$ cat src/rtl/cmd_pkg.sv
// Shared types and defaults for the command register bus arbiter.
package cmd_pkg;

    localparam int unsigned ADDR_W_DEF = 8;
    localparam int unsigned DATA_W_DEF = 8;

    localparam logic [7:0] RST_ADDR_DEF = 8'h01;
    localparam logic [7:0] RST_DATA_DEF = 8'h02;

    localparam logic REQ_VJTAG  = 1'b0;
    localparam logic REQ_EXPORT = 1'b1;

    typedef enum logic [2:0] {
        StIdle,
        StInit,
        StAddr,
        StWrite,
        StDone,
        StSrst
    } state_e;

    function automatic int unsigned max3(input int unsigned a, input int unsigned b,
                                         input int unsigned c);
        int unsigned m;
        m = (a > b) ? a : b;
        return (m > c) ? m : c;
    endfunction

endpackage

$ cat src/rtl/cmd_bus_arbiter_if.sv
// Requester handshakes and register bus signals of the command bus arbiter.
interface cmd_bus_arbiter_if #(
    parameter int unsigned ADDR_W = 8,
    parameter int unsigned DATA_W = 8
);
    logic              j_req;
    logic              j_we;
    logic [ADDR_W-1:0] j_addr;
    logic [DATA_W-1:0] j_data;
    logic              j_gnt;
    logic              j_done;

    logic              e_req;
    logic              e_we;
    logic [ADDR_W-1:0] e_addr;
    logic [DATA_W-1:0] e_data;
    logic              e_gnt;
    logic              e_done;

    logic [ADDR_W-1:0] bus_addr;
    logic [DATA_W-1:0] bus_data;
    logic              bus_wr;

    modport master (
        input  j_req, j_we, j_addr, j_data,
        input  e_req, e_we, e_addr, e_data,
        output j_gnt, j_done, e_gnt, e_done,
        output bus_addr, bus_data, bus_wr
    );

    modport slave (
        output j_req, j_we, j_addr, j_data,
        output e_req, e_we, e_addr, e_data,
        input  j_gnt, j_done, e_gnt, e_done,
        input  bus_addr, bus_data, bus_wr
    );

endinterface

$ cat src/rtl/rr_arb2.sv
// Two-input round-robin arbiter; on a tie the requester that did not win last time wins.
module rr_arb2
    import cmd_pkg::*;
(
    input  logic [1:0] req,
    input  logic       last,
    input  logic       enable,
    output logic [1:0] gnt
);

    always_comb begin
        gnt = 2'b00;
        if (enable) begin
            if (req == 2'b11) begin
                gnt = (last == REQ_EXPORT) ? 2'b01 : 2'b10;
            end else begin
                gnt = req;
            end
        end
    end

endmodule

$ cat src/rtl/cmd_bus_arbiter.sv
// Shares the command register bus between the vjtag and export requesters, sequencing
// address and write phases, the soft-reset command and init requests.
module cmd_bus_arbiter
    import cmd_pkg::*;
#(
    parameter int unsigned       ADDR_W     = ADDR_W_DEF,
    parameter int unsigned       DATA_W     = DATA_W_DEF,
    parameter int unsigned       ADDR_HOLD  = 3,
    parameter int unsigned       STROBE_CYC = 3,
    parameter int unsigned       RST_CYC    = 50000,
    parameter logic [ADDR_W-1:0] RST_ADDR   = ADDR_W'(RST_ADDR_DEF),
    parameter logic [DATA_W-1:0] RST_DATA   = DATA_W'(RST_DATA_DEF)
) (
    input  logic              clk,
    input  logic              reset,
    input  logic              init,
    cmd_bus_arbiter_if.master bus,
    output logic              soft_reset_out,
    output logic              busy
);

    localparam int unsigned CntW = $clog2(max3(ADDR_HOLD, STROBE_CYC, RST_CYC) + 1);
    typedef logic [CntW-1:0] cnt_t;

    localparam cnt_t AddrLoad   = cnt_t'(ADDR_HOLD - 1);
    localparam cnt_t StrobeLoad = cnt_t'(STROBE_CYC - 1);
    localparam cnt_t RstLoad    = cnt_t'(RST_CYC - 1);

    state_e            state_q, state_d;
    cnt_t              cnt_q, cnt_d;
    logic              last_q, last_d;
    logic              init_pend_q, init_pend_d;
    logic              init_clr;
    logic              owner_q, owner_d;
    logic              we_q, we_d;
    logic [ADDR_W-1:0] addr_q, addr_d;
    logic [DATA_W-1:0] data_q, data_d;
    logic [1:0]        gnt_q, gnt_d;
    logic [1:0]        done_q, done_d;
    logic [ADDR_W-1:0] bus_addr_q, bus_addr_d;
    logic [DATA_W-1:0] bus_data_q, bus_data_d;
    logic              bus_wr_q, bus_wr_d;
    logic              srst_q, srst_d;

    logic [1:0]        req;
    logic [1:0]        arb_gnt;
    logic              arb_en;

    assign req    = {bus.e_req, bus.j_req};
    assign arb_en = (state_q == StIdle) && !init_pend_q;

    rr_arb2 u_arb (
        .req    (req),
        .last   (last_q),
        .enable (arb_en),
        .gnt    (arb_gnt)
    );

    // init is latched at every edge; a new pulse wins over the clear.
    assign init_pend_d = init | (init_pend_q & ~init_clr);

    always_comb begin
        state_d    = state_q;
        cnt_d      = cnt_q;
        last_d     = last_q;
        owner_d    = owner_q;
        we_d       = we_q;
        addr_d     = addr_q;
        data_d     = data_q;
        gnt_d      = 2'b00;
        done_d     = 2'b00;
        bus_addr_d = bus_addr_q;
        bus_data_d = bus_data_q;
        bus_wr_d   = bus_wr_q;
        srst_d     = srst_q;
        init_clr   = 1'b0;

        unique case (state_q)
            StIdle: begin
                if (init_pend_q) begin
                    state_d = StInit;
                end else if (arb_gnt != 2'b00) begin
                    owner_d    = arb_gnt[REQ_EXPORT];
                    we_d       = owner_d ? bus.e_we : bus.j_we;
                    addr_d     = owner_d ? bus.e_addr : bus.j_addr;
                    data_d     = owner_d ? bus.e_data : bus.j_data;
                    bus_addr_d = addr_d;
                    gnt_d      = arb_gnt;
                    last_d     = owner_d;
                    cnt_d      = AddrLoad;
                    state_d    = StAddr;
                end
            end
            StAddr: begin
                if (cnt_q == '0) begin
                    if (we_q) begin
                        bus_data_d = data_q;
                        bus_wr_d   = 1'b1;
                        cnt_d      = StrobeLoad;
                        state_d    = StWrite;
                    end else begin
                        done_d[owner_q] = 1'b1;
                        state_d         = StDone;
                    end
                end else begin
                    cnt_d = cnt_q - cnt_t'(1);
                end
            end
            StWrite: begin
                if (cnt_q == '0) begin
                    bus_wr_d        = 1'b0;
                    done_d[owner_q] = 1'b1;
                    state_d         = StDone;
                end else begin
                    cnt_d = cnt_q - cnt_t'(1);
                end
            end
            StDone: begin
                if (we_q && (addr_q == RST_ADDR) && (data_q == RST_DATA)) begin
                    srst_d     = 1'b1;
                    bus_addr_d = '0;
                    cnt_d      = RstLoad;
                    state_d    = StSrst;
                end else begin
                    state_d = StIdle;
                end
            end
            StSrst: begin
                if (cnt_q == '0) begin
                    srst_d  = 1'b0;
                    state_d = StIdle;
                end else begin
                    cnt_d = cnt_q - cnt_t'(1);
                end
            end
            StInit: begin
                bus_addr_d = '0;
                init_clr   = 1'b1;
                state_d    = StIdle;
            end
            default: state_d = StIdle;
        endcase
    end

    always_ff @(posedge clk) begin
        if (!reset) begin
            state_q     <= StIdle;
            cnt_q       <= '0;
            last_q      <= REQ_EXPORT;
            init_pend_q <= 1'b0;
            owner_q     <= REQ_VJTAG;
            we_q        <= 1'b0;
            addr_q      <= '0;
            data_q      <= '0;
            gnt_q       <= 2'b00;
            done_q      <= 2'b00;
            bus_addr_q  <= '0;
            bus_data_q  <= '0;
            bus_wr_q    <= 1'b0;
            srst_q      <= 1'b0;
        end else begin
            state_q     <= state_d;
            cnt_q       <= cnt_d;
            last_q      <= last_d;
            init_pend_q <= init_pend_d;
            owner_q     <= owner_d;
            we_q        <= we_d;
            addr_q      <= addr_d;
            data_q      <= data_d;
            gnt_q       <= gnt_d;
            done_q      <= done_d;
            bus_addr_q  <= bus_addr_d;
            bus_data_q  <= bus_data_d;
            bus_wr_q    <= bus_wr_d;
            srst_q      <= srst_d;
        end
    end

    assign bus.j_gnt      = gnt_q[REQ_VJTAG];
    assign bus.e_gnt      = gnt_q[REQ_EXPORT];
    assign bus.j_done     = done_q[REQ_VJTAG];
    assign bus.e_done     = done_q[REQ_EXPORT];
    assign bus.bus_addr   = bus_addr_q;
    assign bus.bus_data   = bus_data_q;
    assign bus.bus_wr     = bus_wr_q;
    assign soft_reset_out = srst_q;
    assign busy           = (state_q != StIdle);

endmodule

$ cat src/flat_wrapper.sv
// flat-port wrapper written by rule: the top's interface ports become plain ports
module cmd_bus_arbiter_flat import cmd_pkg::*;
#(
    parameter int unsigned       ADDR_W     = ADDR_W_DEF,
    parameter int unsigned       DATA_W     = DATA_W_DEF,
    parameter int unsigned       ADDR_HOLD  = 3,
    parameter int unsigned       STROBE_CYC = 3,
    parameter int unsigned       RST_CYC    = 50000,
    parameter logic [ADDR_W-1:0] RST_ADDR   = ADDR_W'(RST_ADDR_DEF),
    parameter logic [DATA_W-1:0] RST_DATA   = DATA_W'(RST_DATA_DEF)
)
  (clk, reset, init, soft_reset_out, busy, bus_j_req, bus_j_we, bus_j_addr, bus_j_data, bus_e_req, bus_e_we, bus_e_addr, bus_e_data, bus_j_gnt, bus_j_done, bus_e_gnt, bus_e_done, bus_bus_addr, bus_bus_data, bus_bus_wr);
  cmd_bus_arbiter_if #(.ADDR_W(ADDR_W), .DATA_W(DATA_W)) bus_i ();
  input  logic clk;
  input  logic reset;
  input  logic init;
  output logic soft_reset_out;
  output logic busy;
  input wire logic [$bits(bus_i.j_req)-1:0] bus_j_req;
  input wire logic [$bits(bus_i.j_we)-1:0] bus_j_we;
  input wire logic [$bits(bus_i.j_addr)-1:0] bus_j_addr;
  input wire logic [$bits(bus_i.j_data)-1:0] bus_j_data;
  input wire logic [$bits(bus_i.e_req)-1:0] bus_e_req;
  input wire logic [$bits(bus_i.e_we)-1:0] bus_e_we;
  input wire logic [$bits(bus_i.e_addr)-1:0] bus_e_addr;
  input wire logic [$bits(bus_i.e_data)-1:0] bus_e_data;
  output wire logic [$bits(bus_i.j_gnt)-1:0] bus_j_gnt;
  output wire logic [$bits(bus_i.j_done)-1:0] bus_j_done;
  output wire logic [$bits(bus_i.e_gnt)-1:0] bus_e_gnt;
  output wire logic [$bits(bus_i.e_done)-1:0] bus_e_done;
  output wire logic [$bits(bus_i.bus_addr)-1:0] bus_bus_addr;
  output wire logic [$bits(bus_i.bus_data)-1:0] bus_bus_data;
  output wire logic [$bits(bus_i.bus_wr)-1:0] bus_bus_wr;
  assign bus_i.j_req = bus_j_req;
  assign bus_i.j_we = bus_j_we;
  assign bus_i.j_addr = bus_j_addr;
  assign bus_i.j_data = bus_j_data;
  assign bus_i.e_req = bus_e_req;
  assign bus_i.e_we = bus_e_we;
  assign bus_i.e_addr = bus_e_addr;
  assign bus_i.e_data = bus_e_data;
  assign bus_j_gnt = bus_i.j_gnt;
  assign bus_j_done = bus_i.j_done;
  assign bus_e_gnt = bus_i.e_gnt;
  assign bus_e_done = bus_i.e_done;
  assign bus_bus_addr = bus_i.bus_addr;
  assign bus_bus_data = bus_i.bus_data;
  assign bus_bus_wr = bus_i.bus_wr;
  cmd_bus_arbiter #(.ADDR_W(ADDR_W), .DATA_W(DATA_W), .ADDR_HOLD(ADDR_HOLD), .STROBE_CYC(STROBE_CYC), .RST_CYC(RST_CYC), .RST_ADDR(RST_ADDR), .RST_DATA(RST_DATA)) u_core (.clk(clk), .reset(reset), .init(init), .bus(bus_i), .soft_reset_out(soft_reset_out), .busy(busy));
endmodule
$ cat config.mk
export PLATFORM = sky130hd
export DESIGN_NAME = cmd_bus_arbiter_flat
export DESIGN_NICKNAME = d
export VERILOG_FILES = /design/src/rtl/cmd_pkg.sv /design/src/rtl/cmd_bus_arbiter_if.sv /design/src/rtl/rr_arb2.sv /design/src/rtl/cmd_bus_arbiter.sv /design/src/flat_wrapper.sv
export SDC_FILE = /design/constraint.sdc
export NUM_CORES = 1
export LEC_CHECK = 0
export BUFFER_PORTS_ARGS = -buffer_cell sky130_fd_sc_hd__clkbuf_2
export CAP_MARGIN = 20
export CORE_ASPECT_RATIO = 1.75
export CORE_MARGIN = 3
export CORE_UTILIZATION = 46
export CTS_CLUSTER_DIAMETER = 100
export DETAILED_ROUTE_END_ITERATION = 10
export PLACE_DENSITY = 0.77
export SLEW_MARGIN = 10
export SYNTH_ARGS = -nofsm -noshare
export SYNTH_HDL_FRONTEND = slang
export SYNTH_SLANG_ARGS = --single-unit
$ cat constraint.sdc
create_clock -name clk -period 4.4 [get_ports clk]
set_input_delay 0.44 -clock clk [delete_from_list [all_inputs] [get_ports clk]]
set_output_delay 0.44 -clock clk [all_outputs]
set_load 0.005 [all_outputs]
**Word-level counts from Yosys, hierarchy flattened**

Cells that the tools add are included.

- Register bits after elaboration: 61
- Input port bits: 39
- Output and inout port bits: 23
- Logic and storage cells: 102

- Add/sub/neg operators: 1
- Magnitude comparators: 2
- Equality and inequality tests: 18
- Mux-type cells: 38
- Bitwise logic cells: 7
- Reductions and logical operators: 22

Operator list:

| cell | count |
|---|---|
| 16-bit two-way mux | 6 |
| 16-bit one-hot mux with 4 select lines | 1 |
| 8-bit two-way mux | 5 |
| 8-bit one-hot mux with 3 select lines | 1 |
| 3-bit two-way mux | 7 |
| 16-bit zero test | 1 |
| 16-bit by 1-bit subtractor with 16-bit output (second input constant) | 1 |
| 3-bit one-hot mux with 5 select lines | 1 |
| 2-bit two-way mux | 6 |
| 4-bit AND reduction | 3 |
| 2-bit by 1-bit inequality test with 1-bit output (second input constant) | 5 |
| 3-bit AND reduction | 3 |
| 8-bit by 1-bit equality test with 1-bit output (second input constant) | 1 |
| 8-bit by 2-bit equality test with 1-bit output (second input constant) | 1 |
| 1-bit two-way mux | 7 |
| 3-bit by 2-bit equality test with 1-bit output (second input constant) | 2 |
| 3-bit equality test (second input constant) | 2 |
| 2-bit inequality test (second input constant) | 3 |
| 3-bit by 2-bit inequality test with 1-bit output (second input constant) | 2 |
| 6-bit AND reduction | 1 |
| 2-bit nonzero test | 3 |
| 3-bit nonzero test | 2 |
| 1-bit inverter | 5 |
| 1-bit logical AND | 4 |
| 14 further kinds | 15 |

**Depth between registers and ports, before layout**

Gate-level depths: netlist of run 1.

- Depth after elaboration: 7
- Mapped depth: 10

**By module**

From an unflattened synthesis of run 1, not the netlist that was laid out.

- Cell total of the unflattened synthesis: 360
- Area total of the unflattened synthesis: 3,009.1 µm²

By module, submodules not included:

| module | times used | cells each | area an instance (µm²) | sequential area each (µm²) |
|---|---|---|---|---|
| cmd_bus_arbiter | 1 | 355 | 2,987.9 | 1,221.2 |
| rr_arb2 | 1 | 5 | 21.3 | 0.0 |

**Worst setup path after synthesis of run 1**

Ideal clock, no wire load.

- Path type: flip-flop to flip-flop
- Start point: register u_core.data_q[3]
- End point: register u_core.cnt_q[0]
- Data arrival time: 2.300 ns
- Data required time: 4.330 ns
- Setup slack: 2.029 ns
- Cell stages (with the launch flop): 7
- Buffers on the path: 1
- Path through: dfxtp_1 > or4_1 > or4_4 > a211o_1 > buf_6 > or4_1 > a21oi_1

- Cells in the longest elaborated chain, start to end: 4

RTL lines:

| what | line | RTL |
|---|---|---|
| from (decl) | cmd_bus_arbiter.sv:37 | `logic [DATA_W-1:0] data_q, data_d;` |
| from (signal assigned) | cmd_bus_arbiter.sv:169 | `data_q <= data_d;` |
| 8-bit by 2-bit equality test with 1-bit output | cmd_bus_arbiter.sv:119 | `if (we_q && (addr_q == RST_ADDR) && (data_q == RST_DATA)) begin` |
| 1-bit logical AND | cmd_bus_arbiter.sv:119 |  |
| 2-bit by 1-bit inequality test with 1-bit output (no line) | - |  |
| 6-bit AND reduction (no line) | - |  |
| to (signal assigned) | cmd_bus_arbiter.sv:163 | `cnt_q <= cnt_d;` |
| to (decl) | cmd_bus_arbiter.sv:30 | `cnt_t cnt_q, cnt_d;` |

Every way passes these cells.
A chain may end at the register's enable or synchronous reset.

**Worst setup path in the final report of run 1**

- Start point: register u_core.cnt_q[0]
- End point: register u_core.cnt_q[0]

- Cells in the longest elaborated chain, start to end: 3

RTL lines:

| what | line |
|---|---|
| 16-bit by 1-bit subtractor with 16-bit output / 16-bit zero test (equally long branches) | - |
| 16-bit two-way mux, or another cell as far along | cmd_bus_arbiter.sv:110, cmd_bus_arbiter.sv:129 |
| 16-bit one-hot mux with 4 select lines / 6-bit AND reduction (equally long branches) | - |

Parallel ways exist; a longest one is shown, timed or not. The select of a mux whose other input is x is not followed.

==> results of run 1 <==
-- registers in the layout (all words and copies together) (netlist names) --
signal                 cells
u_core.data_q              8
u_core.last_q              1
u_core.addr_q              8
u_core.owner_q             1
u_core.bus.bus_addr        8
u_core.bus.bus_wr          1
u_core.we_q                1
u_core.bus.bus_data        8
u_core.gnt_q               2
u_core.init_pend_q         1
u_core.soft_reset_out      1
u_core.cnt_q              16
u_core.done_q              2
u_core.state_q             3
-- power by group through the flow --
| stage | clock network (mW) | logic, mW | registers (mW) |
|---|---|---|---|
| CTS | 0.505 | 0.868 | 0.766 |
| detailed placement | 0 | 0.862 | 0.777 |
| floorplan | 0 | 0.674 | 0.728 |
| global route | 0.529 | 0.979 | 0.781 |
| finish | 0.491 | 0.872 | 0.768 |
| global placement | 0 | 0.850 | 0.772 |
-- worst max-delay path, cell delays in order, from the launching register on --
cell and delay (ns):
dfxtp_1 0.34, inv_1 0.08, ha_1 0.22, nor4b_1 0.44, nand4b_1 0.41, nor3_1 0.34, a211o_1 0.50, or4_1 0.21
a21oi_1 0.05
-- cell families (layout without fill, tap and decap cells) --
logic type,Yosys count,in the layout
mux,26,26
simple gates,135,135
flops,61,61
compound gates,89,89
buf+inv,31,91
fa+ha+maj,3,3
xor+xnor,7,7
-- final cells by class --
type / count / share of cell area (%)
Multi-Input combinational cell: 260 / 45.5
Sequential cell: 61 / 35.1
Timing Repair Buffer: 67 / 10.2
Clock buffer: 12 / 4.17
Tap cell: 78 / 2.80
Clock inverter: 4 / 1.37
Inverter: 8 / 0.863
-- per-stage QoR --
stage	setup WS [ns]	cells	power (mW)	instance area (sq um)
final	1.67	490	2.13	3480
after global routing	1.51	490	2.29	3480
after CTS	1.48	489	2.14	3470
after detailed placement	1.50	473	1.64	3280
after global placement	1.61	473	1.62	3280
after floorplan	2.03	352	1.40	2930
-- how the worst min path moves through the flow --
stage	slack, ns	to
after CTS	0.31	u_core.init_pend_q
final	0.33	u_core.init_pend_q
after detailed placement	0.43	u_core.done_q[0]
after floorplan	0.41	u_core.done_q[0]
after global routing	0.36	u_core.init_pend_q
after global placement	0.43	u_core.done_q[0]
-- cells in the final DEF (no fill, tap or decap), types with 3 or more instances in the layout --
master | netlist | routed
a21oi_1 | 26 | 26
o22ai_1 | 13 | 13
nand2b_1 | 3 | 3
o21ai_0 | 14 | 14
or4_1 | 5 | 5
ha_1 | 3 | 3
nand4_1 | 4 | 4
or3_1 | 3 | 3
clkbuf_8 | 0 | 10
nor2_1 | 46 | 46
mux2i_1 | 26 | 26
xor2_1 | 5 | 5
nor3_1 | 9 | 8
nand2_1 | 35 | 35
dfxtp_1 | 61 | 61
clkbuf_2 | 0 | 61
nand3_1 | 12 | 12
nor2b_1 | 4 | 4
buf_4 | 0 | 5
nor4_1 | 5 | 5
inv_1 | 7 | 7
a211oi_1 | 18 | 18
-- routing by layer --
layer | wire [um] | vias up
met5 | 0 | -
met1 | 2820 | 1366
li1 | - | 1389
met4 | 269 | 0
met3 | 332 | 22
met2 | 4260 | 91
==> run_results.csv, run 1 <==
group,metric,value,unit
run_status,status,"complete, no violations",
grt,use_met1,22.9,%
grt,grt_first_pass_wirelength,13100,um
timing,relSlewSlack,49.2,%
finish,synthToLayoutAreaGrowth,18.9,%
clocking,root_buffer,"clkbuf_8",
grt,grt_start_max_net_pins,38,
critical_path,arrival,2.93,ns
power_and_ir_drop,power_per_cell_area,612,nW/um^2
place,place_congestion,0.920,
finish,layout-drive-gt1-share,20.9,%
power_and_ir_drop,clock_power_share,23.0,%
timing,fin_setup_tns,0,ns
clocking,cts_resized,0,
drt,wl_per_cell,15.7,um
power_and_ir_drop,peakVddDrop,0.321,mV
synthesis,synth_top_family_by_area,"simple AND/OR/NAND/NOR gates",
finish,multiInputGateArea,1590,sq um
drt,totalWireLength,7690,um
grt,track_usage,22.6,%
clocking,cts_tree,"built",
grt,grt-ovfl-total,0,
worst_hold_path,min_path_type,"in -> reg",
synthesis,synth_edf_count,0,
finish,finalNetCount,449,
synthesis,avgSynthCellArea,8.32,sq um
clocking,cts_setup_buffers,0,
synthesis,synthTopCellsByArea,"dfxtp_1 (42%), mux2i_1 (8.9%), nor2_1 (5.9%)",
power_and_ir_drop,power_switching,849,uW
synthesis,synth_xor_area_share,2.09,%
synthesis,yosysWarnings,0,
die,die_h,112,um
synthesis,synth.most_common_cell,"dfxtp_1",
critical_path,worstRegToRegCells,8,
synthesis,yosysTopAreaCellShare,41.7,%
synthesis,ys_ff_latch,61,
finish,fin_util,57.8,%
drt,vias_per_cell,5.85,
timing,period_needed,2.73,ns
timing,finClkSkew,0.0122,ns
synthesis,yosys.area.top_type,"dfxtp_1",
die,core,6020,sq um
critical_path,crit_type,"reg -> reg",
timing,finalSetupViolCount,0,
drt,ant_nets,0,
die,dieArea,7400,sq um
power_and_ir_drop,p_leak,1.59,nW
critical_path,cp_max_fo,18,
clocking,numClockSinks,61,
die,chipWidth,66.3,um
critical_path,crit_required,4.61,ns
worst_hold_path,hold_path_depth,3,
critical_path,cp-start-kind,"register",
critical_path,crit_start,"u_core.cnt_q[0]",
run,drv_cap,0,
drt,vias,2868,
grt,grtUsageMet2,40.5,%
power_and_ir_drop,p_seq_share,36.0,%
die,io-pin-count,62,
power_and_ir_drop,pwr-share-comb,40.9,%
clocking,insertion_delay,0.34,ns
synthesis,synth_simple_gate_area_share,22.1,%
grt,grt_pass1_vias,2912,
clocking,clockBufferDepth,2,
synthesis,ys.flop_type,"dfxtp_1",
clocking,cts_buffers,9,
finish,nFillCells,608,
timing,final-hold-violation-count,0,
synthesis,seq_area_frac_synth,41.7,%
synthesis,synthMuxAreaShare,8.89,%
worst_hold_path,hp-start,"init",
synthesis,syn-num-nets,394,
synthesis,synth_adder_area_share,1.28,%
synthesis,ys_top_cells_by_count,"dfxtp_1 (61), nor2_1 (46), nand2_1 (35), a21oi_1 (26), mux2i_1 (26)",
timing,max_freq,367,MHz
clocking,cts_max_level,3,
power_and_ir_drop,switching_share,39.8,%
drt,drcViolationCount,0,
critical_path,endpoint_kind,"register",
critical_path,rr_startpoint,"u_core.cnt_q[0]",
synthesis,async_flop_share,0,%
grt,antenna_found_initial,0,
finish,seqCellArea,1220,sq um
drt,firstDrtPassIters,4,
synthesis,ys_types,47,
critical_path,r2r-end,"u_core.cnt_q[0]",
place,numPortBuffers,61,
timing,timing.final.crit_share,62.0,%
power_and_ir_drop,intPower,1.28,mW
critical_path,r2r_setup_slack,1.67,ns
drt,drt_iter0_markers,136,
die,start_util,48.6,%
synthesis,syn_area,2930,sq um
timing,rsz0062_at_grt,"no",
die,fp-row-count,37,
synthesis,syn_inst,352,
synthesis,synth-compound-area-share,19.6,%
critical_path,critPathCapture,"u_core.cnt_q[0]",
place,hpwlAfterDp,5590,um
clocking,ctsHoldBuffers,0,
clocking,clk_pin_slew_worst_paths,0.07,ns
grt,grt_util_met3,4.54,%
timing,whs,0.326,ns
grt,busiest_layer,"met2",
timing,max_slew.worst_pin.slew,0.761,ns
finish,diodes,0,
timing,finalMaxSlewViolations,0,
(Power assumes the default switching activity.)
==> run 2, diff against run 1 <==
Settings changed: PLACE_DENSITY 0.77 to 0.8.
Clock period 4.4 ns to 2.4 ns, I/O delays scaled along.
==> run 2 against run 1 <==
Compared with the run above:
- cell count rose by 5.3%
- setup slack got worse by 1.6 ns
- via count rose by 3.6%
- combinational power rose by 120%
- clock power rose by 90%
- worst hold slack got worse by 0.21 ns
- register-to-register slack got worse by 1.6 ns
==> run_results.csv, run 2 (synthesis gave the netlist of run 1 again) <==
group,metric,value,unit
worst_hold_path,min_path_type,"in -> reg",
place,dp_slack,-0.184,ns
grt,grt_pass1_vias,2945,
finish,top_register,"u_core.cnt_q",
clocking,cts_max_level,3,
grt,track_usage,23.9,%
critical_path,rr_startpoint,"u_core.data_q[5]",
grt,use_met1,23.0,%
finish,diodes,0,
power_and_ir_drop,switching_share,38.8,%
grt,grt-ovfl-total,0,
critical_path,crit_top_cell,"or4_1",
timing,final-hold-violation-count,0,
power_and_ir_drop,power_switching,1.66,mW
drt,wl_per_cell,16.1,um
timing,relSlewSlack,65.0,%
critical_path,critPathMaxStageDelay,0.53,ns
worst_hold_path,hp-start,"init",
clocking,clockBufferDepth,2,
clocking,clk_pin_slew_worst_paths,0.06,ns
critical_path,cp-start-kind,"register",
place,hpwlAfterDp,6210,um
timing,finalMaxSlewViolations,0,
grt,grt_start_max_net_pins,36,
finish,fin_cells,516,
power_and_ir_drop,peakVddDrop,0.784,mV
critical_path,arrival,2.57,ns
grt,busiest_layer,"met2",
timing,layout_setup_ws,0.105,ns
power_and_ir_drop,intPower,2.62,mW
critical_path,slowest_stage,"or4_1",
finish,most-common-layout-cells,"clkbuf_2 (61), dfxtp_1 (60), nor2_1 (46)",
timing,max_freq,436,MHz
drt,firstDrtPassIters,5,
place,numPortBuffers,61,
clocking,cts_tree,"built",
drt,drcViolationCount,0,
finish,final_common_cell,"clkbuf_2",
place,place_congestion,1.01,
place,dp_cells,501,
clocking,root_buffer,"clkbuf_8",
die,dieArea,7400,sq um
finish,finalNetCount,477,
die,start_util,48.6,%
die,core,6020,sq um
die,die_h,112,um
drt,drt_iter0_markers,281,
timing,fin_setup_tns,0,ns
timing,finClkSkew,0.00950,ns
drt,ant_nets,0,
critical_path,crit_type,"reg -> reg",
die,chipWidth,66.3,um
critical_path,crit_family,"simple AND/OR/NAND/NOR gates",
run,drv_cap,0,
clocking,cts_buffers,9,
clocking,insertion_delay,0.35,ns
critical_path,cp_max_fo,3,
critical_path,crit_required,2.67,ns
clocking,numClockSinks,61,
power_and_ir_drop,power_per_cell_area,1130,nW/um^2
drt,totalWireLength,8300,um
power_and_ir_drop,clock_power_share,21.8,%
critical_path,endpoint_kind,"register",
critical_path,worst-path-buf-inv,1,
timing,finalSetupViolCount,0,
grt,grt_first_pass_wirelength,13600,um
drt,vias,2970,
drt,vias_per_cell,5.76,
power_and_ir_drop,total_power,4.28,mW
grt,grtUsageMet2,44.9,%
timing,period_needed,2.30,ns
timing,timing.final.crit_share,95.6,%
power_and_ir_drop,pwr-share-comb,45.8,%
grt,grt_util_met3,5.55,%
finish,fin_util,62.7,%
critical_path,worstPathCellList,"or4_1 > or4_4 > buf_4 > a211o_1 > or4_1 > a21oi_1",
finish,layout-drive-gt1-share,27.9,%
finish,synthToLayoutAreaGrowth,29.0,%
die,fp-row-count,37,
die,io-pin-count,62,
finish,largest_reg_flops,16,
power_and_ir_drop,p_seq_share,32.4,%
timing,max_slew.worst_pin.slew,0.519,ns
grt,antenna_found_initial,0,
run_status,status,"complete, no violations",
critical_path,crit_start,"u_core.data_q[5]",
power_and_ir_drop,p_leak,1.77,nW
[run 2: area by class of cell]
| class | count | area, sq um |
|---|---|---|
| clock inverters | 1 | 30.0 |
| inverters | 8 | 30.0 |
| fillers | 540 | 2240 |
| multi-input cells | 260 | 1650 |
| clock buffers | 13 | 169 |
| flip-flops and latches | 61 | 1220 |
| repair buffers | 95 | 573 |
| well taps | 78 | 97.6 |
[run 2: power by group through the flow]
stage                     logic [mW]  registers (mW)  clock network (mW)
after floorplan                 1.24            1.33                   0
after global routing            2.14            1.41               0.988
after global placement          1.82            1.37                   0
after detailed placement        1.85            1.39                   0
final                           1.96            1.38               0.934
after CTS                       1.88            1.37               0.942
[run 2: per-layer routing]
layer / vias up / share of wire, %
li1: 1448 / -
met5: - / 0
met1: 1398 / 36
met2: 99 / 56
met3: 25 / 4.4
met4: 0 / 3.8
[run 2: per-stage QoR]
step,cell area [sq um],hold slack [ns]
final,3780,0.116
after global routing,3780,0.129
after CTS,3720,0.105
after detailed placement,3500,0.439
after global placement,3500,0.431
after floorplan,2930,0.357
[run 2: worst min-delay path: cells and delay by family]
kind	cells	cell delay [ns]
compound gates	1	0.04
buf+inv	1	0.08
simple gates	1	0.07
[run 2: worst paths after layout]
| path | depth (start not counted) | endpoint | slack, ns |
|---|---|---|---|
| max | 6 | u_core.cnt_q[0] | 0.10 |
| min | 3 | u_core.init_pend_q | 0.12 |
| max reg2reg | 6 | u_core.cnt_q[0] | 0.10 |
| min reg2reg | 1 | u_core.done_q[0] | 0.45 |
[run 2: what timing repair did]
| item | in CTS | in global routing |
|---|---|---|
| pin swaps | 6 | 3 |
| hold buffers | 0 | 0 |
| setup buffers | 1 | 0 |
| setup endpoints to repair | 13 | 24 |
| resized for setup | 2 | 10 |
